<file path="config.mk">
export PLATFORM = sky130hd
export DESIGN_NAME = branch_predictor
export DESIGN_NICKNAME = d
export VERILOG_FILES = /design/src/rtl/branch_predictor_pkg.sv /design/src/rtl/branch_predictor_sat_ctr.sv /design/src/rtl/branch_predictor.sv
export SDC_FILE = /design/constraint.sdc
export NUM_CORES = 1
export LEC_CHECK = 0
export CAP_MARGIN = 20
export CORE_MARGIN = 10
export CORE_UTILIZATION = 35
export CTS_BUF_LIST = sky130_fd_sc_hd__clkbuf_8
export CTS_CLUSTER_SIZE = 24
export DETAILED_ROUTE_END_ITERATION = 16
export GPL_ROUTABILITY_DRIVEN = 0
export PLACE_DENSITY_LB_ADDON = 0.2
export SLEW_MARGIN = 20
export SYNTH_ARGS = -nofsm -noshare
export SYNTH_HDL_FRONTEND = slang
export SYNTH_SLANG_ARGS = --single-unit
</file>
<file path="constraint.sdc">
create_clock -name clk -period 4.5 [get_ports clk]
set_input_delay 0.9 -clock clk [delete_from_list [all_inputs] [get_ports clk]]
set_output_delay 0.9 -clock clk [all_outputs]
set_load 0.1 [all_outputs]
</file>
<file path="src/rtl/branch_predictor_pkg.sv">
// ---------------------------------------------------------------------------
// bp_pkg: definitions shared by the branch predictor blocks.
//   - 2-bit direction counter encoding and the value given to a new entry
//   - default PC / index widths
//   - the BTB entry record (valid, tag, target, ctr)
// The entry record is sized by BP_PC_BITS / BP_IDX_BITS. The top-level
// parameters default to these values and must match them.
// ---------------------------------------------------------------------------
package bp_pkg;

    // Direction counter encoding: bit 1 is the taken prediction.
    localparam logic [1:0] CTR_SNT   = 2'b00;  // strong not-taken
    localparam logic [1:0] CTR_WNT   = 2'b01;  // weak not-taken
    localparam logic [1:0] CTR_WT    = 2'b10;  // weak taken
    localparam logic [1:0] CTR_ST    = 2'b11;  // strong taken
    localparam logic [1:0] CTR_ALLOC = CTR_WT; // value given to a new entry

    localparam int BP_PC_BITS  = 12;
    localparam int BP_IDX_BITS = 4;
    localparam int BP_TAG_BITS = BP_PC_BITS - BP_IDX_BITS;

    typedef struct packed {
        logic                   valid;
        logic [BP_TAG_BITS-1:0] tag;
        logic [BP_PC_BITS-1:0]  target;
        logic [1:0]             ctr;
    } bp_entry_t;

endpackage : bp_pkg

</file>
<file path="src/rtl/branch_predictor_sat_ctr.sv">
// ---------------------------------------------------------------------------
// bp_sat_ctr: pure combinational 2-bit saturating counter step.
//   ctr_i  [1:0]  current counter value
//   dir_i         1 = count up (toward strong-taken), 0 = count down
//   ctr_o  [1:0]  next counter value, saturating at strong-NT and strong-T
// ---------------------------------------------------------------------------
module bp_sat_ctr
    import bp_pkg::*;
(
    input  logic [1:0] ctr_i,
    input  logic       dir_i,
    output logic [1:0] ctr_o
);

    // Saturating increment/decrement over the four counter states.
    always_comb begin
        ctr_o = ctr_i;
        case (ctr_i)
            CTR_SNT: ctr_o = dir_i ? CTR_WNT : CTR_SNT;
            CTR_WNT: ctr_o = dir_i ? CTR_WT  : CTR_SNT;
            CTR_WT:  ctr_o = dir_i ? CTR_ST  : CTR_WNT;
            CTR_ST:  ctr_o = dir_i ? CTR_ST  : CTR_WT;
            default: ctr_o = CTR_WNT;
        endcase
    end

endmodule : bp_sat_ctr

</file>
<file path="src/rtl/branch_predictor.sv">
// ---------------------------------------------------------------------------
// branch_predictor: direct-mapped BTB with a 2-bit counter per entry.
// The IF stage reads it with IF_pc (combinational, zero latency). EX branch
// resolutions train it on the clock edge. Same-cycle reads of an entry that
// is being written see the old contents.
//
// Ports
//   clk, rst             clock; synchronous active-high reset
//   IF_pc                fetch PC
//   IF_BP_taken          predicted taken
//   IF_BP_target_pc      predicted next PC (IF_pc+1 when not taken)
//   EX_brn               EX holds a valid branch/jump
//   EX_pc                PC of the EX branch
//   EX_true_taken        resolved direction
//   EX_alu_out           resolved next PC
//   EX_taken             mispredict/flush indication (statistics only)
//   BP_br_count          resolved branch count           (BP_STATS_EN)
//   BP_mispredict_count  mispredict count                (BP_STATS_EN)
//
// Build option: define BP_STATS_EN to add the two saturating statistics
// counters and their ports.
// ---------------------------------------------------------------------------
module branch_predictor
    import bp_pkg::*;
#(
    parameter int PC_BITS      = BP_PC_BITS,
    parameter int BTB_IDX_BITS = BP_IDX_BITS
) (
    input  logic               clk,
    input  logic               rst,
    input  logic [PC_BITS-1:0] IF_pc,
    output logic               IF_BP_taken,
    output logic [PC_BITS-1:0] IF_BP_target_pc,
    input  logic               EX_brn,
    input  logic [PC_BITS-1:0] EX_pc,
    input  logic               EX_true_taken,
    input  logic [PC_BITS-1:0] EX_alu_out,
`ifdef BP_STATS_EN
    input  logic               EX_taken,
    output logic [31:0]        BP_br_count,
    output logic [31:0]        BP_mispredict_count
`else
    input  logic               EX_taken
`endif
);

    localparam int NUM_ENTRIES = 1 << BTB_IDX_BITS;
    localparam int TAG_BITS    = PC_BITS - BTB_IDX_BITS;

    localparam bp_entry_t ENTRY_RST = '{
        valid:  1'b0,
        tag:    {TAG_BITS{1'b0}},
        target: {PC_BITS{1'b0}},
        ctr:    CTR_WNT
    };

    bp_entry_t btb_q [NUM_ENTRIES];
    bp_entry_t btb_d [NUM_ENTRIES];

    // ---------------- prediction ----------------
    logic [BTB_IDX_BITS-1:0] if_idx_s;
    logic [TAG_BITS-1:0]     if_tag_s;
    bp_entry_t               if_entry_s;
    logic                    if_hit_s;

    assign if_idx_s   = IF_pc[BTB_IDX_BITS-1:0];
    assign if_tag_s   = IF_pc[PC_BITS-1:BTB_IDX_BITS];
    assign if_entry_s = btb_q[if_idx_s];
    assign if_hit_s   = if_entry_s.valid && (if_entry_s.tag == if_tag_s);

    // Not-taken target is PC+1 (wrapping) so EX can compare it against its
    // own resolved next PC on every branch.
    always_comb begin
        if (if_hit_s && if_entry_s.ctr[1]) begin
            IF_BP_taken     = 1'b1;
            IF_BP_target_pc = if_entry_s.target;
        end else begin
            IF_BP_taken     = 1'b0;
            IF_BP_target_pc = IF_pc + PC_BITS'(1);
        end
    end

    // ---------------- training ----------------
    logic [BTB_IDX_BITS-1:0] ex_idx_s;
    logic [TAG_BITS-1:0]     ex_tag_s;
    bp_entry_t               ex_entry_s;
    logic                    ex_hit_s;
    logic [1:0]              ex_ctr_next_s;

    assign ex_idx_s   = EX_pc[BTB_IDX_BITS-1:0];
    assign ex_tag_s   = EX_pc[PC_BITS-1:BTB_IDX_BITS];
    assign ex_entry_s = btb_q[ex_idx_s];
    assign ex_hit_s   = ex_entry_s.valid && (ex_entry_s.tag == ex_tag_s);

    bp_sat_ctr u_sat_ctr (
        .ctr_i (ex_entry_s.ctr),
        .dir_i (EX_true_taken),
        .ctr_o (ex_ctr_next_s)
    );

    // Next table contents: at most one entry changes per cycle. A not-taken
    // miss writes nothing, so aliases only evict each other when taken.
    always_comb begin
        btb_d = btb_q;
        if (EX_brn) begin
            if (EX_true_taken && ex_hit_s) begin
                btb_d[ex_idx_s].target = EX_alu_out;
                btb_d[ex_idx_s].ctr    = ex_ctr_next_s;
            end else if (EX_true_taken) begin
                btb_d[ex_idx_s] = '{
                    valid:  1'b1,
                    tag:    ex_tag_s,
                    target: EX_alu_out,
                    ctr:    CTR_ALLOC
                };
            end else if (ex_hit_s) begin
                btb_d[ex_idx_s].ctr = ex_ctr_next_s;
            end else begin
                btb_d = btb_q;
            end
        end else begin
            btb_d = btb_q;
        end
    end

    // Table state; flops so reset clears every entry in one cycle and
    // overrides any update in the same cycle.
    always_ff @(posedge clk) begin
        if (rst) begin
            for (int i = 0; i < NUM_ENTRIES; i++) begin
                btb_q[i] <= ENTRY_RST;
            end
        end else begin
            for (int i = 0; i < NUM_ENTRIES; i++) begin
                btb_q[i] <= btb_d[i];
            end
        end
    end

`ifdef BP_STATS_EN
    logic [31:0] br_cnt_q, br_cnt_d;
    logic [31:0] mis_cnt_q, mis_cnt_d;

    // Saturating statistics counters.
    always_comb begin
        br_cnt_d  = br_cnt_q;
        mis_cnt_d = mis_cnt_q;
        if (EX_brn && (br_cnt_q != 32'hFFFF_FFFF)) begin
            br_cnt_d = br_cnt_q + 32'd1;
        end else begin
            br_cnt_d = br_cnt_q;
        end
        if (EX_brn && EX_taken && (mis_cnt_q != 32'hFFFF_FFFF)) begin
            mis_cnt_d = mis_cnt_q + 32'd1;
        end else begin
            mis_cnt_d = mis_cnt_q;
        end
    end

    // Statistics registers.
    always_ff @(posedge clk) begin
        if (rst) begin
            br_cnt_q  <= 32'd0;
            mis_cnt_q <= 32'd0;
        end else begin
            br_cnt_q  <= br_cnt_d;
            mis_cnt_q <= mis_cnt_d;
        end
    end

    assign BP_br_count         = br_cnt_q;
    assign BP_mispredict_count = mis_cnt_q;
`else
    // EX_taken only feeds the statistics counters.
    logic unused_ex_taken_s;
    assign unused_ex_taken_s = EX_taken;
`endif

endmodule : branch_predictor

</file>
==> impl_results.md <==
* Max-cap violation count at 0
* M1 WL at 25750 µm
* Slew headroom at 25.83%
* Tmin final at 4456 ps
* VDD IR max at 0.1982 mV
* CTS tree: built
* Synth Flop Type: dfxtp_1
* Largest net degree at the start of global routing at 225
* Initial Utilization at 35.39%
* Die Wd at 245.2 µm
* Post-route core utilization at 41.39%
* Area grow syn2layout at 16.95%
* FFs w/ async S/R, synth at 0%
* DRC errors left at 0
* Number of synthesized flops with an enable pin at 0
* # rows at 82
* Adder-cell share of the synthesized area at 0.1832%
* Ys Warns at 0
* Largest family of logic cells by synthesized area: multiplexers
* Critical Path RT at 3600 ps
* Most frequent cells in the layout: nand2_1, dfxtp_1, a21oi_1
* CTS Buffer Depth at 3
* Switching portion of total power at 25.89%
* Power Density at 335.5 nW/µm²
* P_sw at 0.001804 W
* First-pass GRT wire length at 86970 µm
* Routed WL per cell at 22.59 µm
* DRT iter0 DRCs at 1238
* Core outline area at 50170 µm²
* Synth cell types at 44
* Status: finished, final reports clean
* Hpwl dp at 37280 µm
* Max reg flops at 368
* Clk sinks at 368
* Clock Latency Late Sink at 640 ps
* Max Used Layer: met5
* Multiplexer share of the synthesized area at 29.69%
* First-pass iteration count of the detailed router at 6
* Met2 routed WL at 26650 µm
* Clk slew on worst S/H paths at 60 ps
* Sequential power share at 47.4%
* Synth Area in Simple Gates at 14.94%
* Io pins at 54
* Share of cells above drive strength 1 at 20.64%
* Die ar. at 60140 µm²
* Detailed-route via count at 14230
* Final ANT Viol Nets at 0
* WL final at 58970 µm
* Slew @ Worst Pin at 1113 ps
* Worst path arrival time at 3560 ps
* Max Clk Rate at 224.4 MHz
* Initial antenna violation count at 3
* H-Tree Depth at 2
* Slew Limit Fails at 0
* Logic pwr share at 8.7%
* Syn Inst Count at 1848
* Total of flip-flops plus latches after synthesis at 368
* Final Hold Fails at 0
* Top reg by flops: btb_q
* Biggest regs: btb_q (368)
* Kind of end point of the critical path: output pin
* Hold WC Path Type: reg -> reg
* Met3 WL post-DR at 4784 µm
* Dpl cell area at 19300 µm²
* Layout Skew at 23.30 ps
* Post-Syn Area at 17760 µm²
* Root buffer cell: clkbuf_8
* Startpoint types: primary input
* Clock power frac at 43.9%
* Nets at 1932
* WS Path Type: in -> out
* Filler cell count at 4856
* Final setup viols at 0
* Vias in the first global route at 13840
* Post-synth net total at 1890
* CTS Buf Count at 61
* Post-Synth XOR/XNOR Area at 1.233%
* GR Overflow Total at 0
* Fin area at 20770 µm²
* Pleak at 8.044 nW
* Via-per-instance ratio at 5.448
* Final Cycle Share at 99.02%
* Max FO, Critical Path at 11
* Pint at 0.005165 W
* Mean Syn Cell Area at 9.609 µm²
* Post-synthesis sequential area ratio at 41.49%
* Commonest non-fill, non-tap cell in the layout: nand2_1
* # hold bufs at CTS at 0
* All-Layer GR Usage at 18.92%
* PortBufs at 52
* Synth Area in Compound Gates at 7.793%
* Die Ht at 245.2 µm
==> power by group through the flow <==
stage | clock network, W | logic, W | registers (W)
2_1_floorplan | 0 | 0.000381 | 0.00337
3_3_place_gp | 0 | 0.000584 | 0.00337
3_5_place_dp | 0 | 0.000588 | 0.00337
4_1_cts | 0.00312 | 0.000591 | 0.00330
5_1_grt | 0.00327 | 0.000637 | 0.00330
6_report | 0.00306 | 0.000605 | 0.00330
==> layer usage <==
metal | up-vias | track usage [%]
met4 | 4 | 6.630
li1 | 6535 | -
met2 | 562 | 29.44
met5 | - | 0
met3 | 110 | 4.105
met1 | 7014 | 25.50
==> area by class of cell <==
type / count / area, µm² / area share [%]
antenna: 1 / 2.502 / 0.01205
clock buffer: 81 / 1115 / 5.368
clock inverter: 30 / 162.7 / 0.7832
inverter: 19 / 73.82 / 0.3555
multi-input combinational: 1284 / 9629 / 46.37
sequential: 368 / 7367 / 35.47
tap: 672 / 840.8 / 4.049
timing repair buffer: 156 / 1577 / 7.591
==> Yosys cell counts, drive strengths merged, types with 2 or more instances <==
cell	n	area [µm²]
a211oi	2	15.01
a21oi	224	1125
and3	4	25.02
and4b	2	20.02
buf	50	281.5
clkbuf	127	478.0
dfxtp	368	7367
inv	19	71.32
maj3	2	20.02
mux2	11	123.9
mux2i	173	1732
mux4	151	3416
nand2	558	2095
nand2b	4	25.02
nand3	20	100.1
nand4	5	31.28
nand4b	3	26.28
nor2	30	115.1
nor2b	4	25.02
nor4	3	18.77
nor4b	2	17.52
o21ai	36	180.2
o22ai	3	18.77
or2	2	12.51
or4	11	123.9
xnor2	18	157.7
xor2	7	61.31
==> timing repair <==
action	in CTS	in global routing
buffers inserted	0	2
pin swaps	1	3
endpoints found under the hold margin	0	0
resized for setup	4	12
endpoints found under the setup margin	13	13
cloned	0	4
==> path summary, 6_finish.rpt <==
check / from / to / cells past startpoint / slack, ps
min reg2reg: btb_q[99] / btb_q[99] / 2 / 450
max reg2reg: btb_q[108] / btb_q[139] / 8 / 1300
min: btb_q[99] / btb_q[99] / 2 / 450
max: IF_pc[1] / IF_BP_target_pc[3] / 11 / 40
==> per-stage QoR <==
stage	total power (W)	setup slack [ps]	TNS [ps]	hold WS, ps	std cells
after floorplan	0.003747	-15.59	-15.59	433.1	1848
after global placement	0.003955	-158.9	-1727	438.2	2493
after detailed placement	0.003961	-157.0	-1732	444.2	2493
after CTS	0.007016	0.4992	0	452.5	2604
after global routing	0.007210	-3.292	-13.40	467.9	2611
final	0.006968	44.14	0	451.8	2611
==> critical path: stages <==
cell,delay [ps]
buf_8,150
buf_6,140
buf_12,130
mux4_2,490
mux4_2,540
xor2_2,180
nand4b_1,210
buf_6,170
clkbuf_16,160
mux2_2,290
buf_12,170
==> cells by family after synthesis <==
logic type / after synthesis
flops: 368
compound gates: 270
simple gates: 651
buf+inv: 196
xor+xnor: 25
fa+ha+maj: 3
mux: 335
(Power assumes the default switching activity.)
